## src/rtl/jump_ctrl.sv

```systemverilog
// jump_ctrl: top-level turn sequencer for the jump game.
// It charges the jump while the button is held, hands off to the jump
// datapath, judges the landing, runs the scroll datapath and then spawns
// the next stage. It owns the man/stage coordinates, the score and the
// game-over flag.
//
// Optional feature macro: CENTER_BONUS_EN
//   defined   - a hit within 3 px of the target stage centre scores 2, and
//               o_center_hit pulses for one cycle on entry to MOVE.
//   undefined - every hit scores 1 and o_center_hit does not exist.
module jump_ctrl #(
    parameter int         MAX_DIST  = 300,
    parameter int         STAGE_W   = 40,
    parameter int         MIN_GAP   = 30,
    parameter int         X_MAX     = 639,
    parameter logic [7:0] LFSR_SEED = 8'hA5
) (
    input  logic       clk,
    input  logic       rst_n,
    input  logic       i_pulse,
    input  logic       i_btn,
    input  logic       i_start,
    input  logic       i_jump_fin,
    input  logic [9:0] i_man_x_land,
    input  logic       i_move_fin,
    input  logic [9:0] i_moved_man_x,
    input  logic [9:0] i_moved_stage1_x,
    output logic       o_jump_en,
    output logic [9:0] o_jump_dist,
    output logic       o_move_en,
    output logic [9:0] o_man_x,
    output logic [9:0] o_stage0_x,
    output logic [9:0] o_stage1_x,
    output logic [7:0] o_score,
    output logic       o_game_over,
    output logic [2:0] o_state
`ifdef CENTER_BONUS_EN
    ,
    output logic       o_center_hit
`endif
);

    // State encodings are fixed; they are visible on o_state.
    localparam logic [2:0] ST_IDLE   = 3'd0;
    localparam logic [2:0] ST_CHARGE = 3'd1;
    localparam logic [2:0] ST_JUMP   = 3'd2;
    localparam logic [2:0] ST_CHECK  = 3'd3;
    localparam logic [2:0] ST_MOVE   = 3'd4;
    localparam logic [2:0] ST_SPAWN  = 3'd5;
    localparam logic [2:0] ST_OVER   = 3'd6;

    // Start-of-game layout, shared by reset and the restart request.
    localparam logic [9:0]  RST_MAN_X    = 10'd60;
    localparam logic [9:0]  RST_STAGE0_X = 10'd40;
    localparam logic [9:0]  RST_STAGE1_X = 10'd200;

    // Width-matched copies of the parameters for the 11-bit arithmetic.
    localparam logic [9:0]  MAX_DIST_C   = 10'(MAX_DIST);
    localparam logic [10:0] STAGE_W_C    = 11'(STAGE_W);
    localparam logic [10:0] SPAWN_OFS_C  = 11'(STAGE_W + MIN_GAP);
    localparam logic [10:0] SPAWN_MAX_C  = 11'(X_MAX - STAGE_W);
`ifdef CENTER_BONUS_EN
    localparam logic [10:0] HALF_W_C     = 11'(STAGE_W / 2);
`endif

    logic [2:0]  r_state;
    logic [2:0]  w_next_state;
    logic [9:0]  r_jump_dist;
    logic [9:0]  r_man_x;
    logic [9:0]  r_stage0_x;
    logic [9:0]  r_stage1_x;
    logic [7:0]  r_score;
    logic [9:0]  r_land_x;
    logic [9:0]  r_moved_man_x;
    logic [9:0]  r_moved_s1_x;
    logic [7:0]  r_lfsr;
    logic        r_jump_en;
    logic        r_move_en;
    logic        r_game_over;

    logic [10:0] w_land_ext;
    logic [10:0] w_s0_ext;
    logic [10:0] w_s1_ext;
    logic [10:0] w_s0_end;
    logic [10:0] w_s1_end;
    logic        w_hit;
    logic        w_hop;
    logic [10:0] w_dist_sum;
    logic [9:0]  w_dist_inc;
    logic [10:0] w_spawn_sum;
    logic [9:0]  w_spawn_x;
    logic [7:0]  w_score_add;
    logic [8:0]  w_score_sum;
    logic [7:0]  w_score_next;
    logic        w_lfsr_fb;
    logic [7:0]  w_lfsr_next;

    // Landing windows: [x, x+STAGE_W) on each stage, computed 11-bit so the
    // right edge of a stage near X_MAX cannot wrap.
    assign w_land_ext = {1'b0, r_land_x};
    assign w_s0_ext   = {1'b0, r_stage0_x};
    assign w_s1_ext   = {1'b0, r_stage1_x};
    assign w_s0_end   = w_s0_ext + STAGE_W_C;
    assign w_s1_end   = w_s1_ext + STAGE_W_C;
    assign w_hit      = (w_land_ext >= w_s1_ext) && (w_land_ext < w_s1_end);
    assign w_hop      = (w_land_ext >= w_s0_ext) && (w_land_ext < w_s0_end);

    // Charge step of 2 px, saturating at MAX_DIST.
    assign w_dist_sum = {1'b0, r_jump_dist} + 11'd2;
    assign w_dist_inc = (w_dist_sum > {1'b0, MAX_DIST_C}) ? MAX_DIST_C : w_dist_sum[9:0];

    // Next stage lands a random 0..127 px beyond the minimum gap, clamped so
    // the whole stage stays on screen.
    assign w_spawn_sum = {1'b0, r_moved_s1_x} + SPAWN_OFS_C + {4'b0, r_lfsr[6:0]};
    assign w_spawn_x   = (w_spawn_sum > SPAWN_MAX_C) ? SPAWN_MAX_C[9:0] : w_spawn_sum[9:0];

`ifdef CENTER_BONUS_EN
    logic [10:0] w_center;
    logic [10:0] w_center_diff;
    logic        w_center_hit;
    logic        r_center_hit;

    // Distance from the landing point to the target stage centre.
    assign w_center      = w_s1_ext + HALF_W_C;
    assign w_center_diff = (w_land_ext >= w_center) ? (w_land_ext - w_center)
                                                    : (w_center - w_land_ext);
    assign w_center_hit  = w_hit && (w_center_diff < 11'd4);
    assign w_score_add   = w_center_hit ? 8'd2 : 8'd1;
    assign o_center_hit  = r_center_hit;
`else
    assign w_score_add   = 8'd1;
`endif

    // Score saturates at 255.
    assign w_score_sum  = {1'b0, r_score} + {1'b0, w_score_add};
    assign w_score_next = w_score_sum[8] ? 8'hFF : w_score_sum[7:0];

    // 8-bit Fibonacci LFSR, taps 8,6,5,4; a zero state is never loaded.
    assign w_lfsr_fb   = r_lfsr[7] ^ r_lfsr[5] ^ r_lfsr[4] ^ r_lfsr[3];
    assign w_lfsr_next = ({r_lfsr[6:0], w_lfsr_fb} == 8'h00) ? LFSR_SEED
                                                              : {r_lfsr[6:0], w_lfsr_fb};

    // Next-state decode for one turn of the game.
    always_comb begin
        // NOTE: default assignment first so every path drives w_next_state and no latch is inferred.
        w_next_state = r_state;
        case (r_state)
            ST_IDLE:   if (i_btn) w_next_state = ST_CHARGE;
            ST_CHARGE: if (!i_btn) w_next_state = (r_jump_dist == 10'd0) ? ST_IDLE : ST_JUMP;
            ST_JUMP:   if (i_jump_fin) w_next_state = ST_CHECK;
            ST_CHECK: begin
                if (w_hit)      w_next_state = ST_MOVE;
                else if (w_hop) w_next_state = ST_IDLE;
                else            w_next_state = ST_OVER;
            end
            ST_MOVE:   if (i_move_fin) w_next_state = ST_SPAWN;
            ST_SPAWN:  w_next_state = ST_IDLE;
            ST_OVER:   if (i_start) w_next_state = ST_IDLE;
            default:   w_next_state = ST_IDLE;
        endcase
    end

    // State register and state-decoded enables, registered from next state
    // so they change on the same edge as the state.
    always_ff @(posedge clk or negedge rst_n) begin
        // NOTE: sequential state uses non-blocking assignments so every register samples pre-edge values.
        if (!rst_n) begin
            r_state     <= ST_IDLE;
            r_jump_en   <= 1'b0;
            r_move_en   <= 1'b0;
            r_game_over <= 1'b0;
        end else begin
            r_state     <= w_next_state;
            r_jump_en   <= (w_next_state == ST_JUMP);
            r_move_en   <= (w_next_state == ST_MOVE);
            r_game_over <= (w_next_state == ST_OVER);
        end
    end

    // Jump distance: charged on pulses while held, frozen through JUMP and
    // CHECK, cleared whenever the FSM is heading into IDLE.
    always_ff @(posedge clk or negedge rst_n) begin
        if (!rst_n) begin
            r_jump_dist <= 10'd0;
        end else if (w_next_state == ST_IDLE) begin
            r_jump_dist <= 10'd0;
        end else if ((r_state == ST_CHARGE) && i_btn && i_pulse) begin
            r_jump_dist <= w_dist_inc;
        end
    end

    // Coordinates, score and the captured datapath results.
    always_ff @(posedge clk or negedge rst_n) begin
        if (!rst_n) begin
            r_man_x       <= RST_MAN_X;
            r_stage0_x    <= RST_STAGE0_X;
            r_stage1_x    <= RST_STAGE1_X;
            r_score       <= 8'd0;
            r_land_x      <= 10'd0;
            r_moved_man_x <= 10'd0;
            r_moved_s1_x  <= 10'd0;
        end else begin
            case (r_state)
                ST_JUMP: begin
                    if (i_jump_fin) r_land_x <= i_man_x_land;
                end
                ST_CHECK: begin
                    if (w_hit) begin
                        r_man_x <= r_land_x;
                        r_score <= w_score_next;
                    end else if (w_hop) begin
                        r_man_x <= r_land_x;
                    end
                end
                ST_MOVE: begin
                    if (i_move_fin) begin
                        r_moved_man_x <= i_moved_man_x;
                        r_moved_s1_x  <= i_moved_stage1_x;
                    end
                end
                ST_SPAWN: begin
                    r_man_x    <= r_moved_man_x;
                    r_stage0_x <= r_moved_s1_x;
                    r_stage1_x <= w_spawn_x;
                end
                ST_OVER: begin
                    if (i_start) begin
                        r_man_x       <= RST_MAN_X;
                        r_stage0_x    <= RST_STAGE0_X;
                        r_stage1_x    <= RST_STAGE1_X;
                        r_score       <= 8'd0;
                        r_land_x      <= 10'd0;
                        r_moved_man_x <= 10'd0;
                        r_moved_s1_x  <= 10'd0;
                    end
                end
                default: ;
            endcase
        end
    end

    // Spawn LFSR free-runs every cycle; restart does not reseed it.
    always_ff @(posedge clk or negedge rst_n) begin
        if (!rst_n) r_lfsr <= LFSR_SEED;
        else        r_lfsr <= w_lfsr_next;
    end

`ifdef CENTER_BONUS_EN
    // One-cycle centre-hit flag aligned with the CHECK->MOVE edge.
    always_ff @(posedge clk or negedge rst_n) begin
        if (!rst_n) r_center_hit <= 1'b0;
        else        r_center_hit <= (r_state == ST_CHECK) && w_center_hit;
    end
`endif

    assign o_jump_en   = r_jump_en;
    assign o_jump_dist = r_jump_dist;
    assign o_move_en   = r_move_en;
    assign o_man_x     = r_man_x;
    assign o_stage0_x  = r_stage0_x;
    assign o_stage1_x  = r_stage1_x;
    assign o_score     = r_score;
    assign o_game_over = r_game_over;
    assign o_state     = r_state;

endmodule

```

## config.mk

```make
export PLATFORM = sky130hd
export DESIGN_NAME = jump_ctrl
export DESIGN_NICKNAME = d
export VERILOG_FILES = /design/src/rtl/jump_ctrl.sv
export SDC_FILE = /design/constraint.sdc
export NUM_CORES = 1
export LEC_CHECK = 0
export CORE_ASPECT_RATIO = 1.1
export CORE_MARGIN = 3
export CORE_UTILIZATION = 54
export CTS_BUF_LIST = sky130_fd_sc_hd__clkbuf_8 sky130_fd_sc_hd__clkbuf_16
export CTS_CLUSTER_DIAMETER = 200
export DETAILED_ROUTE_END_ITERATION = 10
export GPL_ROUTABILITY_DRIVEN = 0
export PLACE_DENSITY = 0.85
export SYNTH_ARGS = -nofsm -noshare
export SYNTH_HDL_FRONTEND = slang
export SYNTH_SLANG_ARGS = --single-unit
```

## constraint.sdc

```tcl
create_clock -name clk -period 3.75 [get_ports clk]
set_clock_uncertainty 0.2 [all_clocks]
set_input_delay 0.375 -clock clk [delete_from_list [all_inputs] [get_ports clk]]
set_output_delay 0.375 -clock clk [all_outputs]
set_load 0.03 [all_outputs]
```

==> impl_metrics.yaml, run 1 <==
run_status:
  outcome: "complete, no violations"
detailed_routing:
  drt_iter0_drc: 316
  drcViolationCount: 0
  wl_per_cell_um: 19.2
  routed_wl_um: 14900
  via_count: 4906
  ant_nets: 0
  first_pass_iters: 5
  via_per_inst: 6.33
setup_path:
  rr_startpoint: "r_lfsr[2]"
  worstPathMaxFanout: 7
  start_kind: "flop"
  r2r_slack_ns: 0.27
  cp.required_ns: 3.77
  rr_worst_depth: 11
  path_cells: "inv_1 -> ha_1 -> inv_1 -> ha_1 -> a21o_2 -> a311o_2 -> o311ai_1 -> and2b_2 -> mux2_4 -> o31ai_4 -> o221ai_1"
  slowest_delay_ns: 0.55
  path_class: "flop to flop"
  worstReg2RegEnd: "o_stage1_x[4]"
  slowest_stage: "dfstp_2"
  cp.arrival_ns: 3.50
  cp-end-kind: "flop"
finish:
  n_antenna_cell: 0
  syn_to_final_growth_pct: 21.8
  area.sequential_um2: 2290
  design.final.nets: 740
  fillCellCount: 747
  layout_common_cells: "clkdlybuf4s50_1 (88), dfrtp_1 (78), ha_1 (52)"
  final_core_util_pct: 68.0
  final_common_cell: "clkdlybuf4s50_1"
  layout-drive-gt1-share_pct: 11.5
  multi_input_area_um2: 3020
sta:
  finalHoldViolCount: 0
  fin_ws_ns: 0.271
  fmax_mhz: 287
  worst_hold_slack_ns: 0.218
  tns_ns: 0
  slew_headroom_pct: 48.0
  min_period_over_period_pct: 92.8
  finalSetupViolations: 0
  drv_slew: 0
  grt_setup_unrepaired: "false"
  tightest_slew_ns: 0.780
  min_period_ns: 3.48
global_route:
  met3_usage_pct: 4.47
  use_met1_pct: 34.8
  antenna_found_initial: 0
  met2_usage_pct: 45.0
  grt_overflow: 0
  grt_pass1_wl_um: 24600
  grt_max_degree: 62
  busiest_layer: "met2"
  gr-usage-all-layers_pct: 27.2
  grt_pass1_vias: 4883
place:
  pre_cts_slack_ns: 0.301
  portBuffers: 89
  hpwl_um: 11100
synthesis:
  async_flop_share_pct: 100
  synth_edf_count: 0
  ys_ff_latch: 91
  syn_area_um2: 5580
  synth_top_area_cell: "dfrtp_1"
  ys_warn_count: 0
  yosys.area.top_type_share_pct: 35.0
  syn_area_per_cell_um2: 9.91
  synthCells: 563
  ys.flop_type: "dfrtp_1"
  synth_cell_types: 78
  syn_nets: 653
  synth.area.top_cells: "dfrtp_1 (35%), ha_1 (12%), dfstp_2 (6.1%), a22o_1 (6.0%), a21oi_1 (3.3%)"
  synth_seq_area_share_pct: 41.1
power:
  switching_power_mw: 2.70
  p_int_mw: 3.18
  p_seq_share_pct: 31.6
  swShare_pct: 45.9
  p_total_mw: 5.87
  p_clk_share_pct: 11.6
  p_comb_share_pct: 56.8
  peakVddDrop_mv: 0.452
  p_per_area_nw_per_um2: 865
  leakage_nw: 3.12
cts:
  tritoncts: "done"
  clock_latency_ns: 0.38
  post_cts_buffers: 0
  cts.path.max_buffers: 2
  cts_sinks: 91
  h-tree-depth: 3
  cts_root_buffer: "clkbuf_8"
  numCtsBuffers: 9
  clkTransAtPathRegs_ns: 0.09
worst_hold_path:
  hp-class: "flop to flop"
  whs_endpoint: "r_lfsr[3]"
  min_from: "r_lfsr[2]"
  min_path_cells: 0
floorplanning:
  start_util_pct: 55.9
  rows: 38
  pin_count: 91
  core_area_um2: 9980
  dieArea_um2: 11600
  dieWidth_um: 103
  die_h_um: 113
job:
  drv_cap: 0
[power by group through the flow]
stage          clock network (mW)  registers [mW]  logic (mW)
3_3_place_gp                    0            1.83        3.13
6_report                    0.682            1.85        3.34
5_1_grt                     0.732            1.90        3.69
4_1_cts                     0.690            1.84        3.33
3_5_place_dp                    0            1.85        3.30
2_1_floorplan                   0            2.11        1.93
[registers in the layout (all words and copies together), names as in the netlist, 9 cells and up]
name	cells
r_moved_s1_x	10
r_land_x	10
o_stage0_x	10
o_man_x	10
r_moved_man_x	10
o_jump_dist	9
o_stage1_x	10
[Yosys cell counts (all sizes together), types with 7 or more instances]
master,number
and3,10
inv,45
nor3,15
o21ai,39
nand3,9
a21oi,38
ha,52
mux2,10
dfstp,13
nand2,29
nand2b,8
o22ai,8
dfrtp,78
clkbuf,16
a22o,39
xnor2,12
nand4,7
nor2,32
[through the flow]
| step | std cells | area (um2) |
|---|---|---|
| after global placement | 758 | 6580 |
| after global routing | 775 | 6790 |
| after CTS | 775 | 6790 |
| after floorplan | 563 | 5580 |
| final | 775 | 6790 |
| after detailed placement | 758 | 6580 |
[worst max-delay path by stage]
stage	from	end	slack [ns]	cells after the start
3_5_place_dp	r_lfsr[2]	o_stage1_x[4]	0.30	11
2_1_floorplan	o_stage1_x[3]	o_man_x[0]	0.52	12
4_1_cts	r_lfsr[2]	o_stage1_x[4]	0.28	11
5_1_grt	r_lfsr[2]	o_stage1_x[4]	0.15	11
3_3_place_gp	r_lfsr[2]	o_stage1_x[4]	0.39	11
6_report	r_lfsr[2]	o_stage1_x[4]	0.27	11
[cells by family after synthesis]
| logic type | share of synthesized area (%) |
|---|---|
| adders and majority gates | 12.0 |
| DFF | 41.1 |
| xor gates and xnor gates | 2.83 |
| other | 0.0672 |
| and+or+nand+nor | 13.8 |
| buffers and inverters | 4.82 |
| AOI/OAI and AO/OA | 22.9 |
| muxes | 2.45 |
[worst max-delay path, delay by kind of cell, from the launching register on]
kind,cells,cell delay (ns)
compound gates,5,1.34
flops,1,0.55
fa+ha+maj,2,0.55
mux,1,0.33
simple gates,1,0.24
buf+inv,2,0.10
[per-layer routing]
| layer | share of wire, % | vias up | wire length (um) |
|---|---|---|---|
| met5 | 0 | - | 0 |
| met4 | 3.7 | 0 | 548 |
| met3 | 6.4 | 50 | 953 |
| met2 | 49 | 204 | 7310 |
| met1 | 41 | 2399 | 6100 |
| li1 | - | 2253 | - |
[what timing repair did]
item,4_1_cts,5_1_grt
hold buffers,1,0
hold endpoints to repair,52,0
resized for setup,0,0
[layout make-up]
| cell class | instances | area share, % |
|---|---|---|
| inverter | 45 | 2.49 |
| clock buffer | 9 | 1.82 |
| clock inverter | 7 | 1.12 |
| tap | 120 | 2.21 |
| timing repair buffer | 98 | 14.1 |
| sequential | 91 | 33.8 |
| multi-input combinational | 405 | 44.5 |
No activity file was read; power rests on OpenSTA's default activity.
==> inputs of run 2 (changes only) <==
CORE_ASPECT_RATIO = 2   (was 1.1)
CORE_MARGIN = not set   (was 3)
CORE_UTILIZATION = 57   (was 54)
PLACE_DENSITY = 0.88   (was 0.85)
clock period = 4.4 ns   (was 3.75 ns; I/O delays follow)
==> run 2 against run 1 <==
  * Sequential power fell by 12%
  * Power fell by 12%
  * Count of clock-buffer cells in the layout rose by 1
  * Largest power group unchanged
  * Utilization rose by 4.3 points
  * Clock power rose by 5.4%
  * Cell count rose by 0.52%
  * Worst setup slack improved by 0.60 ns
  * Fmax fell by 1.5%
  * Hold slack got worse by 0.11 ns
  * Global-route usage rose by 6.0 points
  * Combinational power fell by 14%
==> impl_metrics.yaml, run 2 (synthesis results as in run 1) <==
run_status:
  outcome: "complete, no violations"
cts:
  clock_latency_ns: 0.35
  cts_sinks: 91
  cts_resized: 0
  clkTransAtPathRegs_ns: 0.07
  cts.path.max_buffers: 2
  numCtsBuffers: 9
  cts_root_buffer: "clkbuf_16"
  post_cts_buffers: 0
  tritoncts: "done"
  h-tree-depth: 3
  cts_hold_repair.buffers: 0
sta:
  min_period_over_period_pct: 80.2
  drv_slew: 0
  grt_setup_unrepaired: "false"
  finalHoldViolCount: 0
  min_period_ns: 3.53
  fmax_mhz: 283
  tightest_slew_ns: 1.11
  tns_ns: 0
  worst_hold_slack_ns: 0.111
  finalSetupViolations: 0
  slew_headroom_pct: 25.9
detailed_routing:
  drt_iter0_drc: 365
  routed_wl_um: 15700
  via_per_inst: 6.36
  via_count: 4952
  drcViolationCount: 0
  first_pass_iters: 5
  ant_nets: 0
  wl_per_cell_um: 20.2
power:
  swShare_pct: 45.5
  p_clk_share_pct: 13.8
  p_total_mw: 5.20
  leakage_nw: 3.12
  p_int_mw: 2.83
  switching_power_mw: 2.36
  p_per_area_nw_per_um2: 760
  p_seq_share_pct: 31.1
  p_comb_share_pct: 55.1
  peakVddDrop_mv: 0.470
floorplanning:
  dieWidth_um: 71.9
  core_area_um2: 9450
  die_h_um: 142
  start_util_pct: 59.0
  pin_count: 91
  rows: 50
  dieArea_um2: 10200
global_route:
  grt_pass1_wl_um: 25600
  antenna_found_initial: 0
  grt_pass1_vias: 5284
  grt_max_degree: 92
  grt_overflow: 0
  gr-usage-all-layers_pct: 33.2
setup_path:
  r2r_slack_ns: 0.87
  start_kind: "flop"
  crit_start: "r_lfsr[2]"
  rr_startpoint: "r_lfsr[2]"
  rr_worst_depth: 11
  cp.required_ns: 4.39
  worstReg2RegEnd: "o_stage1_x[4]"
  path_class: "flop to flop"
  cp-end-kind: "flop"
  cp-endpoint: "o_stage1_x[4]"
  worstPathMaxFanout: 7
  cp.arrival_ns: 3.52
finish:
  layout_common_cells: "clkdlybuf4s50_1 (88), dfrtp_1 (78), ha_1 (52)"
  design.final.nets: 734
  final_common_cell: "clkdlybuf4s50_1"
  n_antenna_cell: 0
  layout-drive-gt1-share_pct: 10.8
  syn_to_final_growth_pct: 22.5
  finalNonFillerCells: 779
place:
  placed_cells: 763
  portBuffers: 89
  hpwl_um: 11900
job:
  drv_cap: 0
worst_hold_path:
  hp-class: "primary input to asynchronous set/reset pin"
## run 2: worst min-delay path by stage
stage                         start              end  slack (ns)
after global placement    r_lfsr[2]        r_lfsr[3]        0.20
after detailed placement  r_lfsr[2]        r_lfsr[3]        0.21
after CTS                     rst_n        r_lfsr[3]        0.15
after global routing          rst_n  r_moved_s1_x[1]        0.20
after floorplan               rst_n      o_game_over       -0.06
final                         rst_n  r_moved_s1_x[1]        0.11
## run 2: layout make-up
class	count	area [um2]
clock buffer	10	239
clock inverter	6	40.0
fill	676	2610
inverter	45	169
multi-input combinational	405	3020
sequential	91	2290
tap	130	163
timing repair buffer	92	911
## run 2: power groups by stage
stage | Clock (mW) | Combinational [mW] | Sequential, mW
floorplan | 0 | 1.65 | 1.80
global placement | 0 | 2.67 | 1.58
detailed placement | 0 | 2.82 | 1.60
CTS | 0.726 | 2.84 | 1.59
global route | 0.755 | 3.13 | 1.64
finish | 0.719 | 2.86 | 1.62
## run 2: stage by stage
stage	worst slack (ns)	util, %	instance area (um2)
finish	0.870	72.3	6830
global route	0.666	72.3	6830
CTS	0.877	72.3	6830
detailed placement	0.873	69.4	6560
global placement	1.03	69.4	6560
floorplan	1.17	-	5580
## run 2: routing by layer
layer	share of wire, %	up-vias	track usage, %
met2	55	240	60.9
met1	33	2391	31.8
met5	0	-	0
met4	7.3	0	23.2
met3	4.9	87	7.10
li1	-	2234	-
## run 2: critical path, stage by stage (launching register included)
cell and delay [ns]:
dfstp_2 0.54, inv_1 0.04, ha_1 0.27, inv_1 0.07
ha_1 0.31, a21o_2 0.22, a311o_2 0.43, o311ai_1 0.25
and2b_2 0.25, mux2_4 0.32, o31ai_4 0.30, o221ai_1 0.18
==> inputs of run 3 (changes only) <==
CORE_UTILIZATION = 49   (was 57)
PLACE_DENSITY = 0.81   (was 0.88)
clock period = 2.8 ns   (was 4.4 ns; I/O delays follow)
==> run 3 against run 2 <==
  * The flow now finishes with violations (setup timing)
  * Sequential share of layout area fell by 4.5 points
  * Worst setup slack worse by 1.3 ns
  * Clock power increased by 68%
  * Cell count grew 13%
  * First-iteration DRC count up 2.5%
  * Global-route usage decreased by 1.8 points
  * Fmax increased by 9.9%
  * Non-clock buffer count is 89 higher
  * Critical path depth increased by 1
  * Critical path type unchanged
  * Highest routed layer unchanged
==> impl_metrics.yaml, run 3 (synthesis results as in run 1) <==
run_status:
  outcome: "finished, violations left"
  violations: "setup timing"
cts:
  tritoncts: "done"
  cts_sinks: 91
  h-tree-depth: 3
  cts.path.max_buffers: 2
  clock_latency_ns: 0.36
  clkTransAtPathRegs_ns: 0.07
  numCtsBuffers: 9
  cts_root_buffer: "clkbuf_16"
floorplanning:
  pin_count: 91
  die_h_um: 153
  start_util_pct: 50.6
  dieArea_um2: 11800
  dieWidth_um: 77.4
  core_area_um2: 11000
  rows: 54
setup_path:
  cp.arrival_ns: 3.25
  r2r_slack_ns: -0.41
  start_kind: "flop"
  path_class: "flop to flop"
  worstPathMaxFanout: 5
  cp.required_ns: 2.84
  cp-end-kind: "flop"
sta:
  finalHoldViolCount: 0
  grt_setup_unrepaired: "true"
  tightest_slew_ns: 0.762
  worst_hold_slack_ns: 0.252
  drv_slew: 0
  slew_headroom_pct: 49.0
  fin_ws_ns: -0.411
  fmax_mhz: 311
  min_period_over_period_pct: 115
  min_period_ns: 3.21
  finalSetupViolations: 41
finish:
  finalNonFillerCells: 879
  n_antenna_cell: 0
  area.sequential_um2: 2290
  layout-drive-gt1-share_pct: 27.5
  multi_input_area_um2: 3300
  syn_to_final_growth_pct: 41.6
  fillCellCount: 718
  layout_common_cells: "clkdlybuf4s50_1 (88), buf_4 (80), dfrtp_1 (78)"
  final_common_cell: "clkdlybuf4s50_1"
  final_core_util_pct: 71.7
  design.final.nets: 824
job:
  drv_cap: 0
detailed_routing:
  drt_iter0_drc: 374
  ant_nets: 0
  drcViolationCount: 0
  via_count: 5475
  wl_per_cell_um: 20.8
  via_per_inst: 6.23
  first_pass_iters: 4
  routed_wl_um: 18300
global_route:
  grt_max_degree: 51
  grt_overflow: 0
  antenna_found_initial: 0
  grt_pass1_vias: 5708
  grt_pass1_wl_um: 28300
  gr-usage-all-layers_pct: 31.4
worst_hold_path:
  hp-class: "primary input to asynchronous set/reset pin"
place:
  portBuffers: 89
  hpwl_um: 13000
  pre_cts_slack_ns: -0.521
  placed_cells: 846
power:
  leakage_nw: 3.62
  p_per_area_nw_per_um2: 1170
  p_total_mw: 9.20
  peakVddDrop_mv: 0.645
[run 3: path summary, 6_finish.rpt]
path                                  from         endpoint  cells past startpoint
setup / recovery                 r_lfsr[2]    o_stage1_x[2]                     12
hold / removal                       rst_n  r_moved_s1_x[5]                      2
setup reg to reg                 r_lfsr[2]    o_stage1_x[2]                     12
hold reg to reg            r_moved_s1_x[6]  r_moved_s1_x[6]                      1
max in group asynchronous            rst_n       o_man_x[3]                      3
min in group clk           r_moved_s1_x[6]  r_moved_s1_x[6]                      1
[run 3: through the flow]
step                      instance area (um2)  setup TNS [ns]
after global routing                     7900          -16.18
after floorplan                          5630           -7.95
after CTS                                7720           -9.53
final                                    7900          -12.44
after global placement                   7190           -6.99
after detailed placement                 7190          -12.09
[run 3: worst max-delay path: stages (launching register included)]
cell,delay [ns]
dfstp_2,0.54
inv_2,0.04
ha_4,0.26
inv_4,0.04
ha_4,0.21
a21o_4,0.21
a311o_2,0.33
o311ai_1,0.22
and2b_2,0.21
mux2_4,0.32
o31ai_4,0.31
buf_6,0.16
nand2_1,0.05
[run 3: area by class of cell]
cell class                 count  share of cell area (%)
clock buffer                  11                    3.20
sequential                    91                    29.0
multi-input combinational    406                    41.9
clock inverter                 5                   0.571
inverter                      45                    2.17
timing repair buffer         181                    20.9
tap                          140                    2.22
[run 3: layer usage]
| metal | up-vias | part of all wire (%) | global-route usage (%) |
|---|---|---|---|
| met2 | 289 | 53 | 57.1 |
| met1 | 2647 | 33 | 29.3 |
| li1 | 2419 | - | - |
| met3 | 120 | 5.0 | 5.79 |
| met4 | 0 | 9.1 | 26.4 |
| met5 | - | 0 | 0 |
[run 3: where the power goes]
part | leakage (nW) | internal, mW | total [mW] | switching [mW]
clock network | 0.144 | 0.663 | 1.21 | 0.547
registers | 1.13 | 1.82 | 2.42 | 0.601
logic | 2.34 | 2.70 | 5.57 | 2.87
total | 3.62 | 5.18 | 9.20 | 4.02
[run 3: what timing repair did]
action | 4_1_cts | 5_1_grt
gates resized for setup | 32 | 29
hold buffers | 1 | 0
setup buffers | 12 | 9
cloned | 1 | 0
endpoints found under the setup margin | 42 | 42
hold endpoints to repair | 31 | 0
pin swaps | 20 | 11
